File: src/rtl/mem_arbiter_pkg.sv
// Shared types for the instruction/data memory arbiter: FSM state encoding,
// request owner codes and the latched bus request record.
package mem_arbiter_pkg;

  localparam int CNT_W = 32;

  typedef enum logic [3:0] {
    S_IDLE = 4'b0001,
    S_BREQ = 4'b0010,
    S_BRSP = 4'b0100,
    S_CRSP = 4'b1000
  } state_t;

  typedef enum logic {
    OWN_INST = 1'b0,
    OWN_DATA = 1'b1
  } owner_t;

  typedef struct packed {
    logic [31:0] addr;
    logic        wen;
    logic [31:0] wdata;
    logic [3:0]  wstrb;
    owner_t      owner;
  } bus_req_t;

  function automatic logic [31:0] word_align(input logic [31:0] addr);
    return addr & ~32'h3;
  endfunction

endpackage

File: src/rtl/mem_arb_perf.sv
// Grant and bus-stall event counters for mem_arbiter; free-running, wrap at 2^32.
module mem_arb_perf
  import mem_arbiter_pkg::*;
(
  input  logic             clk,
  input  logic             rst,
  input  logic             inc_inst,
  input  logic             inc_data,
  input  logic             inc_stall,
  output logic [CNT_W-1:0] cnt_inst,
  output logic [CNT_W-1:0] cnt_data,
  output logic [CNT_W-1:0] cnt_stall
);

  always_ff @(posedge clk or posedge rst) begin
    if (rst) begin
      cnt_inst  <= '0;
      cnt_data  <= '0;
      cnt_stall <= '0;
    end else begin
      if (inc_inst)  cnt_inst  <= cnt_inst + 1'b1;
      if (inc_data)  cnt_data  <= cnt_data + 1'b1;
      if (inc_stall) cnt_stall <= cnt_stall + 1'b1;
    end
  end

endmodule

File: src/rtl/mem_arbiter.sv
// Two-master (fetch, load/store) arbiter onto a single-outstanding memory bus.
// Build option: define MEM_ARBITER_PERF_EN to include the performance counters.
module mem_arbiter
  import mem_arbiter_pkg::*;
#(
  parameter bit DATA_PRIO = 1'b1
) (
  input  logic        clk,
  input  logic        rst,
  input  logic [31:0] PC,
  input  logic        Inst_Req_Valid,
  output logic        Inst_Req_Ready,
  output logic [31:0] Instruction,
  output logic        Inst_Valid,
  input  logic        Inst_Ready,
  input  logic [31:0] Address,
  input  logic        MemWrite,
  input  logic        MemRead,
  input  logic [31:0] Write_data,
  input  logic [3:0]  Write_strb,
  output logic        Mem_Req_Ready,
  output logic [31:0] Read_data,
  output logic        Read_data_Valid,
  input  logic        Read_data_Ready,
  output logic        bus_req_valid,
  input  logic        bus_req_ready,
  output logic [31:0] bus_req_addr,
  output logic        bus_req_wen,
  output logic [31:0] bus_req_wdata,
  output logic [3:0]  bus_req_wstrb,
  input  logic        bus_rsp_valid,
  input  logic [31:0] bus_rsp_data,
  output logic        bus_rsp_ready,
  output logic [31:0] arb_perf_cnt_0,
  output logic [31:0] arb_perf_cnt_1,
  output logic [31:0] arb_perf_cnt_2
);

  state_t      state;
  bus_req_t    req;
  logic [31:0] rsp_buf;
  logic        data_req;
  logic        is_idle;
  logic        grant_d;
  logic        grant_i;

  assign data_req = MemRead | MemWrite;
  assign is_idle  = (state == S_IDLE);

  always_comb begin
    // NOTE: every always_comb output gets a default first so no path can infer a latch.
    grant_d = 1'b0;
    grant_i = 1'b0;
    if (DATA_PRIO) begin
      grant_d = 1'b1;
      grant_i = ~data_req;
    end else begin
      grant_i = 1'b1;
      grant_d = ~Inst_Req_Valid;
    end
  end

  assign Mem_Req_Ready  = is_idle & data_req & grant_d;
  assign Inst_Req_Ready = is_idle & Inst_Req_Valid & grant_i;

  // NOTE: state and registered outputs use <= so every branch sees pre-edge values.
  always_ff @(posedge clk or posedge rst) begin
    if (rst) begin
      state           <= S_IDLE;
      req             <= '0;
      // NOTE: the response buffer is a plain register, so it is reset like any other state.
      rsp_buf         <= '0;
      bus_req_valid   <= 1'b0;
      bus_rsp_ready   <= 1'b0;
      Inst_Valid      <= 1'b0;
      Read_data_Valid <= 1'b0;
    end else begin
      case (state)
        S_IDLE: begin
          if (Mem_Req_Ready) begin
            // A simultaneous load+store is issued as the store.
            req <= '{addr: Address, wen: MemWrite,
                     wdata: MemWrite ? Write_data : '0,
                     wstrb: MemWrite ? Write_strb : '0, owner: OWN_DATA};
            bus_req_valid <= 1'b1;
            state         <= S_BREQ;
          end else if (Inst_Req_Ready) begin
            req <= '{addr: word_align(PC), wen: 1'b0, wdata: '0,
                     wstrb: '0, owner: OWN_INST};
            bus_req_valid <= 1'b1;
            state         <= S_BREQ;
          end
        end
        S_BREQ: begin
          if (bus_req_ready) begin
            bus_req_valid <= 1'b0;
            if (req.wen) begin
              state <= S_IDLE;
            end else begin
              bus_rsp_ready <= 1'b1;
              state         <= S_BRSP;
            end
          end
        end
        S_BRSP: begin
          if (bus_rsp_valid) begin
            rsp_buf       <= bus_rsp_data;
            bus_rsp_ready <= 1'b0;
            state         <= S_CRSP;
            if (req.owner == OWN_INST) Inst_Valid      <= 1'b1;
            else                       Read_data_Valid <= 1'b1;
          end
        end
        S_CRSP: begin
          if ((Inst_Valid & Inst_Ready) | (Read_data_Valid & Read_data_Ready)) begin
            Inst_Valid      <= 1'b0;
            Read_data_Valid <= 1'b0;
            state           <= S_IDLE;
          end
        end
        default: begin
          bus_req_valid   <= 1'b0;
          bus_rsp_ready   <= 1'b0;
          Inst_Valid      <= 1'b0;
          Read_data_Valid <= 1'b0;
          state           <= S_IDLE;
        end
      endcase
    end
  end

  assign bus_req_addr  = req.addr;
  assign bus_req_wen   = req.wen;
  assign bus_req_wdata = req.wdata;
  assign bus_req_wstrb = req.wstrb;
  assign Instruction   = rsp_buf;
  assign Read_data     = rsp_buf;

`ifdef MEM_ARBITER_PERF_EN
  mem_arb_perf u_perf (
    .clk       (clk),
    .rst       (rst),
    .inc_inst  (Inst_Req_Ready),
    .inc_data  (Mem_Req_Ready),
    .inc_stall (bus_req_valid & ~bus_req_ready),
    .cnt_inst  (arb_perf_cnt_0),
    .cnt_data  (arb_perf_cnt_1),
    .cnt_stall (arb_perf_cnt_2)
  );
`else
  assign arb_perf_cnt_0 = '0;
  assign arb_perf_cnt_1 = '0;
  assign arb_perf_cnt_2 = '0;
`endif

endmodule

File: config.mk
export PLATFORM = sky130hd
export DESIGN_NAME = mem_arbiter
export DESIGN_NICKNAME = d
export VERILOG_FILES = /design/src/rtl/mem_arbiter_pkg.sv /design/src/rtl/mem_arb_perf.sv /design/src/rtl/mem_arbiter.sv
export SDC_FILE = /design/constraint.sdc
export NUM_CORES = 1
export LEC_CHECK = 0
export BUFFER_PORTS_ARGS = -buffer_cell sky130_fd_sc_hd__buf_2
export CAP_MARGIN = 20
export CORE_AREA = 4 4 145 147
export CTS_CLUSTER_DIAMETER = 80
export DETAILED_ROUTE_END_ITERATION = 8
export DIE_AREA = 0 0 149 151
export RECOVER_POWER = 25
export SLEW_MARGIN = 20
export SYNTH_ARGS = -nofsm -noshare
export SYNTH_HDL_FRONTEND = slang
export SYNTH_SLANG_ARGS = --single-unit
File: constraint.sdc
create_clock -name clk -period 3.8 [get_ports clk]
set_input_delay 0.76 -clock clk [delete_from_list [all_inputs] [get_ports clk]]
set_output_delay 0.76 -clock clk [all_outputs]
set_load 0.005 [all_outputs]
======== Word-level counts from Yosys, hierarchy flattened ========
Cells that the tools add are included.
word-level totals
  output and inout port bits .............. 235
  word-level logic and storage cells ...... 70
  flip-flop bits (word level) ............. 110
cells by class
  bitwise logic cells ..................... 11
  muxes and demuxes ....................... 26
  reductions and logical operators ........ 11
  eq/ne operators ......................... 11
operator list
  operator            number
  $mux 70             2
  $mux 32             1
  $mux 4              6
  $pmux 4 s4          1
  $reduce_and 4->1    4
  $ne 2x2->1 const B  6
  $pmux 1 s3          4
  $mux 1              11
  $reduce_or 2->1     3
  $and 1x1->1         5
  $eq 4x1->1 const B  1
  $eq 4x2->1 const B  1
  $eq 4x3->1 const B  1
  $eq 4x4->1 const B  1
  $not 1->1           4
  $reduce_and 2->1    2
  $mux 3              1
  $ne 3x3->1 const B  1
  $reduce_and 3->1    1
  $or 1x1->1          2
  $reduce_bool 2->1   1

======== Depth between registers and ports, before layout ========
  depth in word-level cells ............... 6
  mapped depth ............................ 7
  mapped depth without buffers ............ 4

======== Worst setup path before layout ========
Ideal clock, no wire load.
  path type ............................... reg2out
  start ................................... register state[0]
  end ..................................... output Inst_Req_Ready
  stages on the path, launching flop included .. 6
  arrival ................................. 1,460 ps
  path buffers ............................ 2
  path slack .............................. 1,580 ps
  data required time ...................... 3,040 ps
  cell sequence ........................... dfstp_2 > buf_4 > nor4b_4 > nand2_1 > buf_2 > nor3_1
on the way
  word-level cells in the longest chain between the ends .. 3
ends and longest elaborated chain
  what                      RTL line           RTL
  start: declaration        mem_arbiter.sv:39  state_t state;
  start signal: assignment  mem_arbiter.sv:69  state <= S_IDLE;
  start signal: assignment  mem_arbiter.sv:86  state <= S_BREQ;
  start signal: assignment  mem_arbiter.sv:91  state <= S_BREQ;
  $eq 4x1->1                mem_arbiter.sv:48  assign is_idle = (state == S_IDLE);
  $and 1x1->1 (2 in a row)  mem_arbiter.sv:64  assign Inst_Req_Ready = is_idle & Inst_Req_Valid & grant_i;
  end: declaration          mem_arbiter.sv:12  output logic Inst_Req_Ready,
Every way passes these cells.

======== Worst setup path in the final report ========
  start ................................... register state[3]
  end ..................................... output Inst_Req_Ready
Same word-level chain as after synthesis.

==> results.yml <==
power_and_ir_drop:
  p_comb_frac: 0.401
  power.leakage_uw: 0.004104
  switchingPower_uw: 1816
  p_clk_frac: 0.195
  ir_drop_uv: 232.9
  power_frac_seq: 0.404
  switching_share: 0.3751
  power_density_mw_per_mm2: 693.7
  p_int_uw: 3026
logic_synthesis:
  synth_top_area_frac: 0.4433
  post-synth-top-count-cell: "buf_4"
  yosys.area.top_type: "dfrtp_1"
  yosys_warnings: 0
  synth_edf_count: 0
  ys.flop_type: "dfrtp_1"
  ys_top_cells_by_count: "buf_4, nand2_1, dfrtp_1"
  synth.top_cells.by_area: "dfrtp_1, buf_4, nand2_1"
  ys_ff_latch: 110
  syn_area_mm2: 0.006153
  async_flop_share: 1.000
  netlist_instances: 626
  avgSynthCellArea_um2: 9.830
  yosysSeqAreaShare: 0.4475
  yosysUniqueCellTypes: 39
status:
  violations: "capacitance limit, slew limit"
  status: "complete, but fails checks"
timing:
  clock_skew_ns: 0.01198
  final_max_slew_viol_count: 53
  hold_violations: 0
  fmax_mhz: 350.8
  fin_crit_sh: 0.7502
  relSlewSlack: -0.6625
  tightest_slew_ns: 2.480
  report.final.setup_viol: 0
  period_minus_slack_ns: 2.851
  fin_setup_tns_ns: 0
  rsz0062_at_grt: "no"
finish:
  fin_cells: 1066
  multi_input_area_mm2: 0.002130
  area_growth_pct: 13.44
  fin_area_mm2: 0.006980
  antennaDiodeCount: 0
  fillCellCount: 2071
  post-route-util: 0.3506
  ff_latch_area_mm2: 0.002754
  nets: 932
  drive_gt1_frac: 0.4309
job:
  drv_cap: 1
critical_path:
  worstRegToRegCells: 5
  worst-path-max-fanout: 41
  crit_path_start_kind: "flip-flop"
  arrival_ns: 2.09
  max_stage_delay_ns: 0.54
  reg2reg_from: "state[3]"
  rr_endpoint: "bus_req_addr[20]"
  ff2ff_setup_slack_ns: 1.39
  end_kind: "primary output"
  path_cells: "nor4b_4, buf_4, nand2_2, nor3_1, buf_2"
  cp_data_required_time_ns: 3.04
  cp_slowest_cell: "dfrtp_1"
  critPathKind: "flip-flop to primary output"
clocking:
  cts_tree: "built"
  ctsHoldBuffers: 0
  cts.reportedPaths.clkPinSlew_ns: 0.07
  post_cts_buffers: 0
  clk_latency_ns: 0.35
  cts_resized: 0
  clockRootBuffer: "clkbuf_16"
  cts_buffer_depth: 2
  numCtsBuffers: 9
  htree_levels: 3
  cts_num_sinks: 110
global_routing:
  grt-ovfl-total: 0
  grt_pass1_wl_um: 21360
  antenna_found_initial: 0
  grt_max_degree: 64
  grt_pass1_vias: 4024
  track_usage: 0.1206
hold_path:
  hold_path.class: "flip-flop to flip-flop"
  hold-path-endpoint: "bus_req_wdata[12]"
  worstHoldStart: "bus_req_wdata[12]"
  hold_depth: 2
detailed_routing:
  drtAntennaViolNets: 0
  drcViolationCount: 0
  totalWireLength_um: 14750
  vias_per_cell: 4.072
  dr.first_iter.drc_count: 96
  drt_first_pass_iters: 4
  vias: 4341
  wl_per_cell_um: 13.83
place:
  portBuffers: 277
  hpwl_um: 11200
  place_inst: 1050
  dpl_cell_area_mm2: 0.006690
  place.gp.congestion: 0.7100
die:
  coreArea_mm2: 0.01991
  io-pin-count: 376
  chipWidth_um: 149
  die_height_um: 151
  start_util: 0.3091
  dieArea_mm2: 0.02250
  row_count: 52
[how the worst max path moves through the flow]
| stage | depth (start not counted) | startpoint | end |
|---|---|---|---|
| floorplan | 1 | rst | Inst_Valid |
| global placement | 5 | state[3] | Inst_Req_Ready |
| detailed placement | 5 | state[3] | Inst_Req_Ready |
| CTS | 5 | state[3] | Inst_Req_Ready |
| global route | 5 | state[3] | Inst_Req_Ready |
| finish | 5 | state[3] | Inst_Req_Ready |
[layout by cell type (no fill, tap or decap), drive strengths merged]
| master | instances |
|---|---|
| nor3 | 2 |
| o311ai | 1 |
| a21oi | 2 |
| o31ai | 1 |
| dfstp | 1 |
| nor4b | 3 |
| a2bb2oi | 1 |
| a21o | 1 |
| a22oi | 1 |
| and3 | 1 |
| or2 | 1 |
| buf | 284 |
| nor2b | 2 |
| inv | 6 |
| and2b | 1 |
| a32o | 1 |
| o21ai | 35 |
| conb | 96 |
| nand3 | 37 |
| a22o | 2 |
| nand2 | 113 |
| clkbuf | 9 |
| clkinvlp | 2 |
| nor2 | 5 |
| dfrtp | 109 |
| and2 | 2 |
| clkinv | 3 |
| nor3b | 4 |
| nand3b | 1 |
| mux2 | 33 |
| nand4 | 1 |
| mux2i | 30 |
| xor2 | 1 |
| o21a | 4 |
[critical path: cells and delay by family (launching register included)]
family | cells | cell delay (ns)
buf+inv | 2 | 0.63
simple gates | 3 | 0.57
flops | 1 | 0.54
[flip-flops by register name, indices dropped and copies added (netlist names)]
register,cells
bus_rsp_ready,1
Read_data_Valid,1
state,4
Instruction,32
bus_req_wstrb,4
bus_req_valid,1
Inst_Valid,1
req,1
bus_req_wen,1
bus_req_addr,32
bus_req_wdata,32
[cells by family (layout without fill, tap and decap cells)]
| group | after synthesis | after routing | synth area share |
|---|---|---|---|
| compound gates | 49 | 49 | 0.04596 |
| xor+xnor | 1 | 1 | 0.001424 |
| buf+inv | 229 | 304 | 0.2672 |
| flops | 110 | 110 | 0.4475 |
| mux | 63 | 63 | 0.1098 |
| other cells | 1 | 96 | 0.0006094 |
| simple gates | 173 | 173 | 0.1275 |
[metal layers]
layer	routed length, um	share of wire	vias to the layer above	global-route usage
li1	-	-	2089	-
met1	5614	0.38	2022	0.1387
met2	7582	0.51	220	0.2188
met3	1349	0.091	10	0.02902
met4	203	0.014	0	0.04256
met5	0	0	-	0
[metrics by stage]
step / setup WS [ns] / total power, uW / hold slack [ns]
CTS: 0.9211 / 4951 / 0.4691
global route: 0.7968 / 5252 / 0.4859
finish: 0.9492 / 4842 / 0.4635
floorplan: 0.1394 / 3706 / 0.4400
global placement: 1.332 / 3938 / 0.4459
detailed placement: 1.325 / 3979 / 0.4497
[final cells by class]
type | count | share of cell area
Timing Repair Buffer | 284 | 0.2079
Clock buffer | 9 | 0.03226
Clock inverter | 7 | 0.009500
Inverter | 4 | 0.002330
Tap cell | 270 | 0.04840
Sequential cell | 110 | 0.3945
Multi-Input combinational cell | 382 | 0.3051
[power by group through the flow]
stage	clock, uW	sequential, uW	combinational [uW]
6_report	942	1960	1940
5_1_grt	1030	2030	2200
4_1_cts	990	1960	2000
3_5_place_dp	0	1980	2000
3_3_place_gp	0	1970	1970
2_1_floorplan	0	1920	1790
Note: power is estimated with default switching activity, not from simulation.
